### src/rtl/uart_pkg.sv
// Shared UART definitions: data width and the transmit-queue FSM state type.
// Latency: n/a (types and constants only).
// Backpressure: n/a.
package uart_pkg;

    localparam int UART_DATA_W = 8;

    typedef enum logic [1:0] {
        S_IDLE = 2'd0,
        S_REQ  = 2'd1,
        S_BUSY = 2'd2
    } tx_q_state_t;

endpackage

### src/rtl/uart_sync_fifo.sv
// Single-clock FIFO: circular buffer, wrapping read/write pointers, occupancy count.
// Latency: a pushed word is visible at o_head / o_count one cycle after the push.
// Backpressure: a push while full or a pop while empty is ignored; the caller sees o_count.
//
// Ports:
//   i_clk, i_rst            clock, synchronous active-high reset
//   i_push, i_push_dat      write strobe and data
//   i_pop                   read strobe (advances the head)
//   o_head                  word at the head of the queue
//   o_count                 occupancy, 0..DEPTH
module uart_sync_fifo #(
    parameter  int DEPTH = 16,
    parameter  int WIDTH = 8,
    localparam int AW    = $clog2(DEPTH)
) (
    input  logic             i_clk,
    input  logic             i_rst,
    input  logic             i_push,
    input  logic [WIDTH-1:0] i_push_dat,
    input  logic             i_pop,
    output logic [WIDTH-1:0] o_head,
    output logic [AW:0]      o_count
);

    logic [WIDTH-1:0] r_mem [DEPTH];
    logic [AW-1:0]    r_wr_ptr;
    logic [AW-1:0]    r_rd_ptr;
    logic [AW:0]      r_count;
    logic             w_full;
    logic             w_empty;
    logic             w_push;
    logic             w_pop;

    // The count (one bit wider than the pointers) disambiguates full from empty
    // when the pointers are equal.
    assign w_full  = (r_count == (AW+1)'(DEPTH));
    assign w_empty = (r_count == '0);
    // A push while full is dropped even if a pop happens in the same cycle.
    assign w_push  = i_push & ~w_full;
    assign w_pop   = i_pop  & ~w_empty;

    // Storage has no reset so it can map onto RAM.
    always_ff @(posedge i_clk) begin
        if (w_push) begin
            r_mem[r_wr_ptr] <= i_push_dat;
        end
    end

    // DEPTH is a power of two, so the pointers wrap naturally.
    always_ff @(posedge i_clk) begin
        if (i_rst) begin
            r_wr_ptr <= '0;
            r_rd_ptr <= '0;
            r_count  <= '0;
        end else begin
            if (w_push) begin
                r_wr_ptr <= r_wr_ptr + 1'b1;
            end
            if (w_pop) begin
                r_rd_ptr <= r_rd_ptr + 1'b1;
            end
            case ({w_push, w_pop})
                2'b10:   r_count <= r_count + 1'b1;
                2'b01:   r_count <= r_count - 1'b1;
                default: r_count <= r_count;
            endcase
        end
    end

    assign o_head  = r_mem[r_rd_ptr];
    assign o_count = r_count;

endmodule

### src/rtl/uart_tx_queue.sv
// Byte queue in front of a UART sender: buffers writes and issues one request per byte.
// Latency: write into an empty idle queue at N -> pop at N+1 -> uart_en/uart_din at N+2.
// Backpressure: writes while full are dropped (wr_drop pulses); bytes drain when uart_idle=1.
//
// Ports:
//   sys_clk, sys_rst        clock, synchronous active-high reset
//   wr_en, wr_data          byte write strobe and data
//   full, empty, wr_drop    queue status; wr_drop flags a discarded write, one cycle late
//   uart_idle               sender ready (no frame in progress)
//   uart_en, uart_din       send request (sender acts on rising edge) and byte
//   level                   occupancy, only when UART_TX_QUEUE_LEVEL_EN is defined
module uart_tx_queue
    import uart_pkg::*;
#(
    parameter int DEPTH = 16
) (
    input  logic                   sys_clk,
    input  logic                   sys_rst,
    input  logic                   wr_en,
    input  logic [UART_DATA_W-1:0] wr_data,
    output logic                   full,
    output logic                   empty,
    output logic                   wr_drop,
    input  logic                   uart_idle,
    output logic                   uart_en,
    output logic [UART_DATA_W-1:0] uart_din
`ifdef UART_TX_QUEUE_LEVEL_EN
    ,
    output logic [$clog2(DEPTH):0] level
`endif
);

    localparam int AW = $clog2(DEPTH);

    tx_q_state_t            r_state;
    tx_q_state_t            w_state_nxt;
    logic                   w_pop;
    logic                   w_full;
    logic                   w_empty;
    logic [UART_DATA_W-1:0] w_head;
    logic [AW:0]            w_count;
    logic                   r_uart_en;
    logic [UART_DATA_W-1:0] r_uart_din;
    logic                   r_wr_drop;

    uart_sync_fifo #(
        .DEPTH (DEPTH),
        .WIDTH (UART_DATA_W)
    ) u_fifo (
        .i_clk      (sys_clk),
        .i_rst      (sys_rst),
        .i_push     (wr_en),
        .i_push_dat (wr_data),
        .i_pop      (w_pop),
        .o_head     (w_head),
        .o_count    (w_count)
    );

    assign w_full  = (w_count == (AW+1)'(DEPTH));
    assign w_empty = (w_count == '0);

    always_comb begin
        w_state_nxt = r_state;
        w_pop       = 1'b0;
        case (r_state)
            S_IDLE: begin
                if (!w_empty && uart_idle) begin
                    w_pop       = 1'b1;
                    w_state_nxt = S_REQ;
                end
            end
            S_REQ: begin
                if (!uart_idle) begin
                    w_state_nxt = S_BUSY;
                end
            end
            S_BUSY: begin
                if (uart_idle) begin
                    w_state_nxt = S_IDLE;
                end
            end
            default: w_state_nxt = S_IDLE;
        endcase
    end

    // uart_en tracks the next state so it is high exactly while in S_REQ. The
    // mandatory S_BUSY plus S_IDLE visit keeps it low for at least two cycles
    // between requests.
    always_ff @(posedge sys_clk) begin
        if (sys_rst) begin
            r_state    <= S_IDLE;
            r_uart_en  <= 1'b0;
            r_uart_din <= '0;
            r_wr_drop  <= 1'b0;
        end else begin
            r_state   <= w_state_nxt;
            r_uart_en <= (w_state_nxt == S_REQ);
            if (w_pop) begin
                r_uart_din <= w_head;
            end
            r_wr_drop <= wr_en & w_full;
        end
    end

    assign full     = w_full;
    assign empty    = w_empty;
    assign wr_drop  = r_wr_drop;
    assign uart_en  = r_uart_en;
    assign uart_din = r_uart_din;

`ifdef UART_TX_QUEUE_LEVEL_EN
    assign level = w_count;
`endif

endmodule

### config.mk
export PLATFORM = sky130hd
export DESIGN_NAME = uart_tx_queue
export DESIGN_NICKNAME = d
export VERILOG_FILES = /design/src/rtl/uart_pkg.sv /design/src/rtl/uart_sync_fifo.sv /design/src/rtl/uart_tx_queue.sv
export SDC_FILE = /design/constraint.sdc
export NUM_CORES = 1
export LEC_CHECK = 0
export CAP_MARGIN = 0
export CORE_MARGIN = 4
export CORE_UTILIZATION = 25
export DETAILED_ROUTE_END_ITERATION = 7
export GPL_TIMING_DRIVEN = 0
export SLEW_MARGIN = 20
export SYNTH_ARGS = -nofsm -noshare
export SYNTH_HDL_FRONTEND = slang
export SYNTH_HIERARCHICAL = 1
export SYNTH_SLANG_ARGS = --single-unit
### constraint.sdc
create_clock -name sys_clk -period 7.3 [get_ports sys_clk]
set_input_delay 0.73 -clock sys_clk [delete_from_list [all_inputs] [get_ports sys_clk]]
set_output_delay 0.73 -clock sys_clk [all_outputs]
set_load 0.01 [all_outputs]
## Yosys cells after proc, flatten, opt, wreduce, memory -nomap -nowiden

Memory sizes are Yosys's and may differ from the RTL's. A register that Yosys moved wholly into a read port is not among the register bits.
Cells that the tools add are included.

- Input port bits: 12
- Output and inout bits: 12
- Bits in writable memories: 128
- Flip-flop bits (word level): 17
- Word-level logic and storage cells: 36
- Memories: 1

- Add/sub/neg operators: 4
- Mux-type cells: 9
- Equality and inequality tests: 6
- Reductions and logical operators: 5
- Bitwise gates (word level): 5

Memories:

| name | depth | bits a word | read ports | clocked after Yosys merged registers in | wr ports | RTL line | RTL |
|---|---|---|---|---|---|---|---|
| u_fifo.r_mem | 16 | 8 | 1 | 1 | 1 | uart_sync_fifo.sv:25 | `logic [WIDTH-1:0] r_mem [DEPTH];` |

Operators with widths:

| kind | number |
|---|---|
| $pmux W5 S2 | 1 |
| $add A4 B1 Y4 const B | 2 |
| $eq A2 B1 Y1 const B | 3 |
| $mux W2 | 3 |
| $pmux W2 S3 | 1 |
| $add A5 B1 Y5 const B | 1 |
| $eq A5 B5 Y1 const B | 1 |
| $logic_not A5 Y1 | 1 |
| $sub A5 B1 Y5 const B | 1 |
| $eq A2 B2 Y1 const B | 2 |
| $mux W1 | 4 |
| $and A1 B1 Y1 | 3 |
| $logic_not A2 Y1 | 1 |
| $not A1 Y1 | 2 |
| $reduce_bool A2 Y1 | 1 |
| $logic_and A1 B1 Y1 | 1 |
| $logic_not A1 Y1 | 1 |

## Logic depth before layout (Yosys ltp)

- Depth after elaboration: 8
- Depth in mapped cells: 12
- Gate-level depth less buffers: 10

## Cells and area by module

The synthesis kept the hierarchy.

Modules (own cells, without submodules):

| module | cells each | sequential area each (sq um) | instances | area each (sq um) |
|---|---|---|---|---|
| uart_sync_fifo | 296 | 4,184.0 | 1 | 5,860.6 |
| uart_tx_queue | 51 | 240.2 | 1 | 521.8 |

## Worst setup path after synthesis

OpenSTA, ideal clock, no wires.

- Path kind: in2reg
- Start: in uart_idle
- End: reg u_fifo.r_count[4] (netlist: u_fifo/o_count[4])
- Path buffers: 2
- Library setup time: 0.123 ns
- Required time: 7.177 ns
- Data arrival time: 3.096 ns
- Cell stages on the path: 12
- Path slack: 4.081 ns
- Cell sequence: nor3b_1 > o21a_1 > buf_6 > o21a_1 > ha_1 > clkbuf_1 > xor2_1 > ha_1 > o21ai_0 > a22o_1 > nor4_1 > mux2_1

- Word-level cells in the longest chain between the ends: 6
- Elaborated cells between the ends (all ways): 8
- Classes of those cells: 2 x eq/ne; 3 x mux; 1 x bitwise; 2 x reduce/logical

RTL lines:

| what | RTL line | RTL |
|---|---|---|
| from (decl) | uart_tx_queue.sv:24 | `input logic uart_idle,` |
| $logic_and A1 B1 Y1 (*) | uart_tx_queue.sv:67 | `if (!w_empty && uart_idle) begin` |
| $mux W1 (*) | uart_tx_queue.sv:67 |  |
| $mux W1 (*) | uart_tx_queue.sv:65 | `case (r_state)` |
| via w_pop | uart_tx_queue.sv:37 | `logic w_pop;` |
| $and A1 B1 Y1 (*) | uart_sync_fifo.sv:40 | `assign w_pop = i_pop & ~w_empty;` |
| via u_fifo.w_pop | uart_sync_fifo.sv:32 | `logic w_pop;` |
| $eq A2 B1 Y1 or $eq A2 B2 Y1 (tied branches) | uart_sync_fifo.sv:62 | `case ({w_push, w_pop})` |
| $pmux W5 S2 or $reduce_bool A2 Y1 (tied branches) | - |  |
| to (signal assigned) | uart_sync_fifo.sv:63 | `2'b10: r_count <= r_count + 1'b1;` |
| to (signal assigned) | uart_sync_fifo.sv:64 | `2'b01: r_count <= r_count - 1'b1;` |
| to (signal assigned) | uart_sync_fifo.sv:65 | `default: r_count <= r_count;` |
| to (decl) | uart_sync_fifo.sv:28 | `logic [AW:0] r_count;` |

The timed path passes the listed nets; every way through them passes the cells marked *.
A chain may end at the register's enable or synchronous reset.

## Final worst setup path

Ends and elaborated chain as after synthesis.

==> reports/summary.txt <==
Outcome: completed
Actual slew at the worst max-slew pin: 962 ps
Fin worst setup slack: 3640 ps
RSZ-0062 raised after global routing: no
Worst Setup End Kind: flip-flop
CP Launch Type: input port
Die X: 168 µm
Worst reg2reg endpoint: u_fifo/o_count[4]
Worst hold slack: 471 ps
Cell taking the most area after synthesis: edfxtp_1
Hold_buf cts: 0
Sink of the worst hold path: uart_din[6]
Vias per inst: 4.39
Reg-to-reg startpoint: u_fifo/o_count[1]
Min Tclk post-route: 3660 ps
Post_cts resized: 0
Largest net degree at the start of global routing: 17
Psw: 532 µW
GPL Wtd Cong: 0.721
Flop pwr share: 0.443
Grt total ovfl: 0
Internal power: 1.80 mW
Post-synthesis cell type count: 38
Kind of critical path: in -> reg
Height of the die: 168 µm
Synthesized Nets: 367
Die area: 28200 µm²
CP bufs+invs: 3
# rows: 58
Synth warn: 6
Antenna-violating nets left: 0
Max incr delay on CP: 510 ps
Hold Path Depth: 2
Slowest CP cell: clkdlybuf4s50_1
DR pass1 iterations: 5
Initial core utilization: 0.253
Initial antenna violation count: 0
Total Wirelength: 12.4 mm
Crit-path cells: clkdlybuf4s50_1, nor3b_1, o21a_1, buf_6, o21a_1, ha_1, clkbuf_1, xor2_1, ha_1, o21ai_0, a22o_1, nor4_1, mux2_1
Crit Path Max Fanout: 11
CTS Buf Count: 17
Placed cells: 702
Synthesis-stage register bit count: 157
Worst skew pair latency: 420 ps
Vias in the first global route: 3319
Worst path required time: 7600 ps
CORE AREA: 25200 µm²
Reg2Reg Setup Slack: 3840 ps
Total negative slack: 0 ps
Yosys top cell area share: 0.602
Hold path start: uart_din[6]
Setup Slack @ Placement: 3180 ps
Final std cells w/o fill: 733
Clock transition at path regs: 60 ps
Postcts setup bufs: 0
Syn Area/Cell: 18.4 µm²
Setup-failing EPs final: 0
R2R depth: 12
Max-slew violation count: 0
First-pass GRT wire length: 19.5 mm
Logic pwr share: 0.156
Max-Cap Viols: 0
Share of cells above drive strength 1: 0.144
Clock Sink Count: 157
CTS Root Cell: clkbuf_16
Post-synth design cell area: 6380 µm²
Final hold vios: 0
Initial DRC Count: 213
Fin crit share: 0.502
Max-slew headroom: 0.356
H-tree levels: 4
Area growth, synth to finish: 20.4%
Maximum vdd drop: 0.156 mV
Io pins: 24
Clk buf depth: 2
Post-route DRC violation count: 0
Max Freq: 273 MHz
Cells after Synth: 347
Sequential area share after synthesis: 0.693
Layout net count: 411
TritonCTS clock tree: built
LEAKAGE: 2.48 nW
WL/cell: 16.9 µm
PwrDens: 304 nW/µm²
Clock power frac: 0.401
Post-DP HPWL: 8.43 mm
Sw Share: 0.228
PortBufs: 23
Most frequent cells in the layout: edfxtp_1, nor2_1, dfxtp_1
Fin Clk Skew: 5.34 ps
Type of the worst min-delay path: reg -> reg
Via count: 3219
Most common cell after layout, fill and taps aside: edfxtp_1
Overall Global Routing Usage: 0.0922
Number of diodes: 0
CP top delay family: buffers and inverters
Leading post-synthesis cells by cell area: edfxtp_1, mux4_1, dfxtp_1
Worst Path Arrival: 3970 ps
## cell type report
| type | count | area [µm²] |
|---|---|---|
| buffer | 19 | 126 |
| multi-input combinational | 166 | 1830 |
| fill | 2406 | 17500 |
| sequential | 157 | 4420 |
| clock buffer | 18 | 429 |
| tap | 330 | 413 |
| timing repair buffer | 25 | 245 |
| clock inverter | 13 | 198 |
| inverter | 5 | 18.8 |
## worst reg2reg max path: cells and delay by family, from the launching register on
| family | cells | cell delay, ps |
|---|---|---|
| mux | 1 | 340 |
| flops | 1 | 380 |
| xor+xnor | 1 | 180 |
| compound gates | 4 | 700 |
| simple gates | 2 | 890 |
| fa+ha+maj | 2 | 490 |
| buf+inv | 2 | 370 |
## worst max path at each step
| stage | start | depth (start not counted) | endpoint | slack [ps] |
|---|---|---|---|---|
| after floorplan | uart_idle | 12 | u_fifo/o_count[4] | 4080 |
| after global placement | uart_idle | 13 | u_fifo/o_count[4] | 3260 |
| after detailed placement | uart_idle | 13 | u_fifo/o_count[4] | 3180 |
| after CTS | uart_idle | 13 | u_fifo/o_count[4] | 3640 |
| after global routing | uart_idle | 13 | u_fifo/o_count[4] | 3380 |
| final | uart_idle | 13 | u_fifo/o_count[4] | 3640 |
## power groups by stage
stage	clock network [mW]	logic [mW]	registers [mW]
after floorplan	0	0.247	1.05
after global placement	0	0.357	1.05
after detailed placement	0	0.368	1.05
after CTS	0.964	0.369	1.03
after global routing	1.00	0.396	1.04
final	0.936	0.364	1.03
## registers in the layout, indices dropped and copies added, names as in the netlist, named ones only
register         cells
uart_din             8
r_state              2
u_fifo/r_rd_ptr      4
uart_en              1
wr_drop              1
u_fifo/r_wr_ptr      4
u_fifo/r_mem       128
u_fifo/o_count       5
## synth_stat cells, drive strengths merged
library cell	count
a211o	1
a21o	1
a21oi	1
a22o	1
a22oi	1
a31o	1
and3b	1
buf	11
clkbuf	8
dfxtp	29
edfxtp	128
ha	8
inv	5
mux2	1
mux2i	10
mux4	40
nand2	8
nand2b	19
nand4	2
nor2	35
nor2b	1
nor3	9
nor3b	3
nor4	2
nor4b	3
o21a	4
o21ai	1
o22ai	1
or4	2
xnor2	4
xor2	6
## cell families after synthesis
logic type | share of synthesized area
compound gates | 0.0137
fa+ha+maj | 0.0157
simple gates | 0.0682
xor+xnor | 0.0137
flops | 0.693
buf+inv | 0.0227
mux | 0.173
## layer usage
layer,routed length [µm],global-route usage
met5,0,0
met4,121,0.0286
met3,529,0.0343
met2,5670,0.138
met1,6050,0.125
## stage by stage
| step | instance area (µm²) | total power [mW] | utilization |
|---|---|---|---|
| after floorplan | 6380 | 1.30 | - |
| after global placement | 7030 | 1.41 | 0.279 |
| after detailed placement | 7060 | 1.42 | 0.280 |
| after CTS | 7690 | 2.37 | 0.305 |
| after global routing | 7690 | 2.44 | 0.305 |
| final | 7690 | 2.33 | 0.305 |
Note: power is estimated with default switching activity, not from simulation.
